--- config.mk ---
export PLATFORM = sky130hd
export DESIGN_NAME = pulse_stretch
export DESIGN_NICKNAME = d
export VERILOG_FILES = /design/src/rtl/pulse_stretch.sv
export SDC_FILE = /design/constraint.sdc
export NUM_CORES = 1
export LEC_CHECK = 0
export CORE_MARGIN = 3
export CORE_UTILIZATION = 61
export CTS_BUF_LIST = sky130_fd_sc_hd__clkbuf_4 sky130_fd_sc_hd__clkbuf_8
export DETAILED_ROUTE_END_ITERATION = 8
export GPL_ROUTABILITY_DRIVEN = 1
export GPL_TIMING_DRIVEN = 0
export HOLD_SLACK_MARGIN = 0.08
export PLACE_DENSITY_LB_ADDON = 0.15
export SYNTH_ARGS = -nofsm -noshare
export SYNTH_HDL_FRONTEND = slang
export SYNTH_SLANG_ARGS = --single-unit
--- constraint.sdc ---
create_clock -name CLK -period 3.4 [get_ports CLK]
set_clock_uncertainty 0.1 [all_clocks]
set_input_delay 0.68 -clock CLK [delete_from_list [all_inputs] [get_ports CLK]]
set_output_delay 0.68 -clock CLK [all_outputs]
set_load 0.005 [all_outputs]
--- src/rtl/pulse_stretch.sv ---
`default_nettype none
// ============================================================================
// Module      : pulse_stretch
// Description : Stretches each sampled EV cycle into a HIGH_CYC-cycle OUT
//               pulse followed by at least LOW_CYC low cycles. Events that
//               arrive while a pulse is in flight are queued in a saturating
//               counter (PEND) and replayed back-to-back.
//               Optional macro PULSE_STRETCH_OVF_EN adds a sticky OVF flag
//               that records any event dropped because PEND was saturated.
// Revision    : 1.0 - initial release
// ============================================================================
module pulse_stretch #(
   parameter int HIGH_CYC = 4,
   parameter int LOW_CYC  = 4,
   parameter int CNT_W    = 4
) (
   input  logic             CLK,
   input  logic             RESET,
   input  logic             EV,
   output logic             OUT,
   output logic             BUSY,
   output logic [CNT_W-1:0] PEND
`ifdef PULSE_STRETCH_OVF_EN
   ,
   output logic             OVF
`endif
);

   // Down-counter only ever holds (max phase length - 1)
   localparam int MAX_CYC = (HIGH_CYC > LOW_CYC) ? HIGH_CYC : LOW_CYC;
   localparam int CTR_W   = (MAX_CYC > 1) ? $clog2(MAX_CYC) : 1;

   localparam logic [CTR_W-1:0] c_HIGH_LOAD = CTR_W'(HIGH_CYC - 1);
   localparam logic [CTR_W-1:0] c_LOW_LOAD  = CTR_W'(LOW_CYC - 1);
   localparam logic [CNT_W-1:0] c_PEND_MAX  = {CNT_W{1'b1}};

   localparam logic [1:0] c_IDLE = 2'd0;
   localparam logic [1:0] c_HIGH = 2'd1;
   localparam logic [1:0] c_LOW  = 2'd2;

   logic [1:0]       r_state;
   logic [CTR_W-1:0] r_cnt;
   logic [CNT_W-1:0] r_pend;
   logic             r_out;
   logic             r_busy;

   logic [1:0]       w_state_nxt;
   logic [CTR_W-1:0] w_cnt_nxt;
   logic [CNT_W-1:0] w_pend_nxt;
   logic             w_out_nxt;
   logic             w_busy_nxt;
   logic [CNT_W:0]   w_e;
   logic [CNT_W:0]   w_e_dec;

   // Events available at the final LOW cycle: queue plus the one arriving now.
   // One bit wider than PEND so a saturated queue plus EV does not wrap.
   assign w_e     = {1'b0, r_pend} + {{CNT_W{1'b0}}, EV};
   assign w_e_dec = w_e - {{CNT_W{1'b0}}, 1'b1};

   // State register with registered outputs; EV is irrelevant while in reset
   always_ff @(posedge CLK) begin
      if (!RESET) begin
         r_state <= c_IDLE;
         r_cnt   <= '0;
         r_pend  <= '0;
         r_out   <= 1'b0;
         r_busy  <= 1'b0;
      end else begin
         r_state <= w_state_nxt;
         r_cnt   <= w_cnt_nxt;
         r_pend  <= w_pend_nxt;
         r_out   <= w_out_nxt;
         r_busy  <= w_busy_nxt;
      end
   end

   // Next-state, counter and pending-queue logic
   always_comb begin
      w_state_nxt = r_state;
      w_cnt_nxt   = r_cnt;
      w_pend_nxt  = r_pend;
      case (r_state)
         c_IDLE: begin
            // Event in IDLE starts a pulse directly; PEND is untouched
            if (EV) begin
               w_state_nxt = c_HIGH;
               w_cnt_nxt   = c_HIGH_LOAD;
            end
         end
         c_HIGH: begin
            if (r_cnt == '0) begin
               w_state_nxt = c_LOW;
               w_cnt_nxt   = c_LOW_LOAD;
            end else begin
               w_cnt_nxt = r_cnt - 1'b1;
            end
            if (EV && (r_pend != c_PEND_MAX)) begin
               w_pend_nxt = r_pend + 1'b1;
            end
         end
         c_LOW: begin
            if (r_cnt != '0) begin
               w_cnt_nxt = r_cnt - 1'b1;
               if (EV && (r_pend != c_PEND_MAX)) begin
                  w_pend_nxt = r_pend + 1'b1;
               end
            end else if (w_e != '0) begin
               // Final LOW cycle consumes one event (queued or current)
               w_state_nxt = c_HIGH;
               w_cnt_nxt   = c_HIGH_LOAD;
               w_pend_nxt  = w_e_dec[CNT_W-1:0];
            end else begin
               w_state_nxt = c_IDLE;
               w_cnt_nxt   = '0;
            end
         end
         default: begin
            w_state_nxt = c_IDLE;
            w_cnt_nxt   = '0;
            w_pend_nxt  = '0;
         end
      endcase
   end

   // Output decode from the next state so OUT/BUSY come straight from flops
   always_comb begin
      w_out_nxt  = (w_state_nxt == c_HIGH);
      w_busy_nxt = (w_state_nxt != c_IDLE);
   end

   assign OUT  = r_out;
   assign BUSY = r_busy;
   assign PEND = r_pend;

`ifdef PULSE_STRETCH_OVF_EN
   logic r_ovf;
   logic w_drop;

   // An event is lost only in a non-consuming cycle with the queue full
   assign w_drop = EV && (r_pend == c_PEND_MAX) &&
                   ((r_state == c_HIGH) || ((r_state == c_LOW) && (r_cnt != '0)));

   // Sticky overflow flag, cleared only by reset
   always_ff @(posedge CLK) begin
      if (!RESET) begin
         r_ovf <= 1'b0;
      end else if (w_drop) begin
         r_ovf <= 1'b1;
      end
   end

   assign OVF = r_ovf;
`endif

endmodule
`default_nettype wire

==> parameters.txt <==
Parameter                              Value

Routing
  Post-detailed-route count of antenna-violating nets    0
  Vias after detailed routing    790
  Detail-routed net length per standard cell    15.07 um
  Iteration-0 DRC count of the detailed router    19
  Remaining routing DRC violations    0
  Vias per std cell    6.371
  Routed WL    1869 um
  DR pass1 iterations    4

Timing
  Slew headroom    0.7862
  Setup TNS    0 ns
  Hold slack    0.4994 ns
  Unrepaired setup endpoints after global routing    false
  Hold Fails Final Rpt    0
  Post-route setup slack    0.6109 ns
  Peak Freq    0.3585 GHz
  Final max-slew violation count    0
  Ratio of final minimum period to clock period    0.8203
  Transition time at the pin with the least slew margin    0.3174 ns
  Setup Viol. Count Final    0
  Min cycle time layout    2.789 ns

CTS
  Latest clock arrival within the worst-skew pair    0.28 ns
  Maximum level of the CTS H-tree    1
  Number of buffers on the longest clock path    2
  CTS sink cnt    10
  Quantity of gates resized following cts    0
  Clock transition at the register clock pins on the worst setup and hold paths after CTS    0.07 ns
  Root Driver    clkbuf_4
  CTS hold repair buffers    0
  Setup bufs post-CTS    0
  Number of CTS-inserted buffers    3
  Clock tree from TritonCTS    built

Finish
  Fin cells    124
  Ant diodes    0
  Final standard cell utilization of the core    0.8077
  Final net count    124
  Filler cell count in the final layout    95
  Area Overhead vs Synth    16.49%
  Fraction of final layout cells sized beyond drive strength 1    0.1000

Worst setup path
  Critical register-to-register path endpoint    r_cnt[0]
  Critical Path End Type    flip-flop
  Termination of the worst setup path    r_cnt[0]
  Worst Path Required    3.47 ns
  Worst setup path startpoint    EV
  Largest delay share family, worst path    adder cells
  Series of cell instances along the critical path    clkdlybuf4s50_1 > ha_1 > ha_1 > inv_1 > ha_1 > nor2b_1 > a31oi_1 > nor2_1 > o41ai_1
  Worst R2R Setup Slack    1.06 ns
  Buffers & Inverters on Critical Path    2
  Largest stage delay on the critical path    0.43 ns
  Element type at the critical path start    input port
  Number of gates on the worst path with buffers counted    9
  Peak fanout along the critical path    4
  Critical path's most frequent cell    ha_1
  Worst Reg2Reg Path Length in Cells    8
  Cell with the largest stage delay on the worst path    clkdlybuf4s50_1
  RR Startpoint    PEND[0]
  Startpoint-to-endpoint class of the critical path    input port to flip-flop
  Arr. time, crit path    2.86 ns

Yosys
  Ranking of synthesized cells by area    dfxtp_1, ha_1, nor2b_1, o21ai_0, inv_1
  Portion of the post-synthesis area used by sequential elements    0.2465
  Total nets after synthesis    111
  Distinct cell type count of the synthesized netlist    35
  Number of warnings reported in the yosys synthesis log    0
  Cell type contributing the most total cell area after synthesis    dfxtp_1
  FF+latch count, synth    10
  Average instance area after synthesis    8.286 sq um
  Share of the synthesized area in the top cell type    0.2465
  Count of mapped cells out of synthesis    98
  Post-synthesis cell area    812.0 sq um

Global route
  Global-route usage over all layers    0.2432
  Number of global-route vias before repair    760
  Number of antenna violations at the first check in global routing    0
  Largest net degree at the start of global routing    11
  Global route total overflow    0
  Wire length of the first global-routing pass    3243 um

Floorplanning
  Die extent in x    42.49 um
  Boundary pin count    9
  Initial standard-cell utilization of the core    0.6934
  Area inside the core boundary    0.001171 sq mm
  # rows    12
  Die Span Y    42.49 um
  Area enclosed by the die boundary    0.001805 sq mm

Placed design
  Detailed placement HPWL    1390 um
  Placed Cells incl. Taps    120
  Number of buffers inserted by port buffering    8
  Gpl congestion    0.8351
  Worst slack after detailed placement    0.3736 ns

Power
  Peak VDD IR    0.4000 mV
  Power density of the placed cells    618.2 mW/mm^2
  Standby leakage power    0.0003926 uW

Outcome
  Result of the run    finished clean

Hold path
  Hold WC Path Type    flip-flop to flip-flop

Job
  MaxCap Viol Count    0
==> sequential cells by signal (all words and copies together), names as in the netlist <==
name	count
PEND	4
r_cnt	2
r_state	2
BUSY	1
OUT	1
==> per-layer routing <==
metal | share of wire | vias to the layer above | wire [um] | GRT usage
met5 | 0 | - | 0 | 0
li1 | - | 380 | - | -
met2 | 0.45 | 29 | 839 | 0.3769
met4 | 0.045 | 0 | 85 | 0.1491
met1 | 0.45 | 366 | 847 | 0.2795
met3 | 0.051 | 15 | 96 | 0.09013
==> cell usage after synthesis <==
library cell	n
and3_4	1
nor3_2	1
o21ai_0	6
nor3_1	1
nand2_1	7
o2111ai_1	1
o211ai_1	2
a21o_1	1
a41oi_1	2
a32o_1	1
xnor2_1	2
and4_1	1
nand3_1	2
a31o_1	1
o22ai_1	3
dfxtp_1	10
buf_2	2
inv_1	8
nand3b_1	1
buf_6	1
ha_1	10
a21oi_1	4
a21boi_0	1
or2_1	1
mux2i_1	1
nor2_1	6
a22o_1	3
o21ai_2	1
o41ai_1	1
nand2b_1	1
nor2b_1	6
and2_1	2
a31oi_1	3
xor2_1	3
o221a_2	1
==> per-stage QoR <==
| step | instance area, sq um | total power (uW) |
|---|---|---|
| detailed placement | 909.6 | 463.8 |
| global placement | 909.6 | 454.9 |
| floorplan | 812.0 | 388.0 |
| CTS | 945.9 | 580.0 |
| global route | 945.9 | 642.1 |
| finish | 945.9 | 584.8 |
==> tightest hold or removal path: stages (launching register included) <==
cell	delay (ns)
dfxtp_1	0.35
o2111ai_1	0.13
o41ai_1	0.08
==> kinds of logic (layout without fill, tap and decap cells) <==
group                    count (synthesis)  count (layout)  synth area share
AO/OA/AOI/OAI                           31              31            0.2681
XOR/XNOR                                 5               5           0.05394
adder cells (fa/ha/maj)                 10              10            0.1541
buffers and inverters                   11              23           0.06318
flip-flops                              10              10            0.2465
multiplexers                             1               1           0.01233
AND/OR/NAND/NOR                         30              30            0.2019
==> placed cells by master (no fill, tap or decap), types with 2 or more instances in the layout <==
master            n
ha_1             10
nor2_1            6
dfxtp_1          10
and2_1            2
o22ai_1           3
a41oi_1           2
clkbuf_4          3
nand2_1           7
xor2_1            3
o21ai_0           6
a22o_1            3
inv_1             8
xnor2_1           2
clkdlybuf4s50_1   8
nand3_1           2
nor2b_1           6
buf_2             2
a31oi_1           3
o211ai_1          2
a21oi_1           4
==> cell type report <==
class                   count  area, sq um  area share
plain buffers               3        21.27     0.02249
repair buffers              8        80.08     0.08466
well taps                  14        17.52     0.01852
multi-input cells          77        560.5      0.5926
flip-flops and latches     10        200.2      0.2116
clock buffers               4        36.28     0.03836
inverters                   8        30.03     0.03175
==> power breakdown <==
part | switching, uW | total [uW] | internal, uW
clock network | 48.6 | 114 | 65.3
logic | 173 | 297 | 124
registers | 25.3 | 174 | 149
total | 247 | 585 | 338
==> how the worst min path moves through the flow <==
stage                        start        to  cells after the start
after floorplan           r_cnt[0]  r_cnt[0]                      2
after global placement    r_cnt[0]  r_cnt[0]                      2
after detailed placement  r_cnt[0]  r_cnt[0]                      2
after CTS                 r_cnt[0]  r_cnt[0]                      2
after global routing      r_cnt[0]  r_cnt[0]                      2
final                     r_cnt[0]  r_cnt[0]                      2
(Power assumes the default switching activity.)
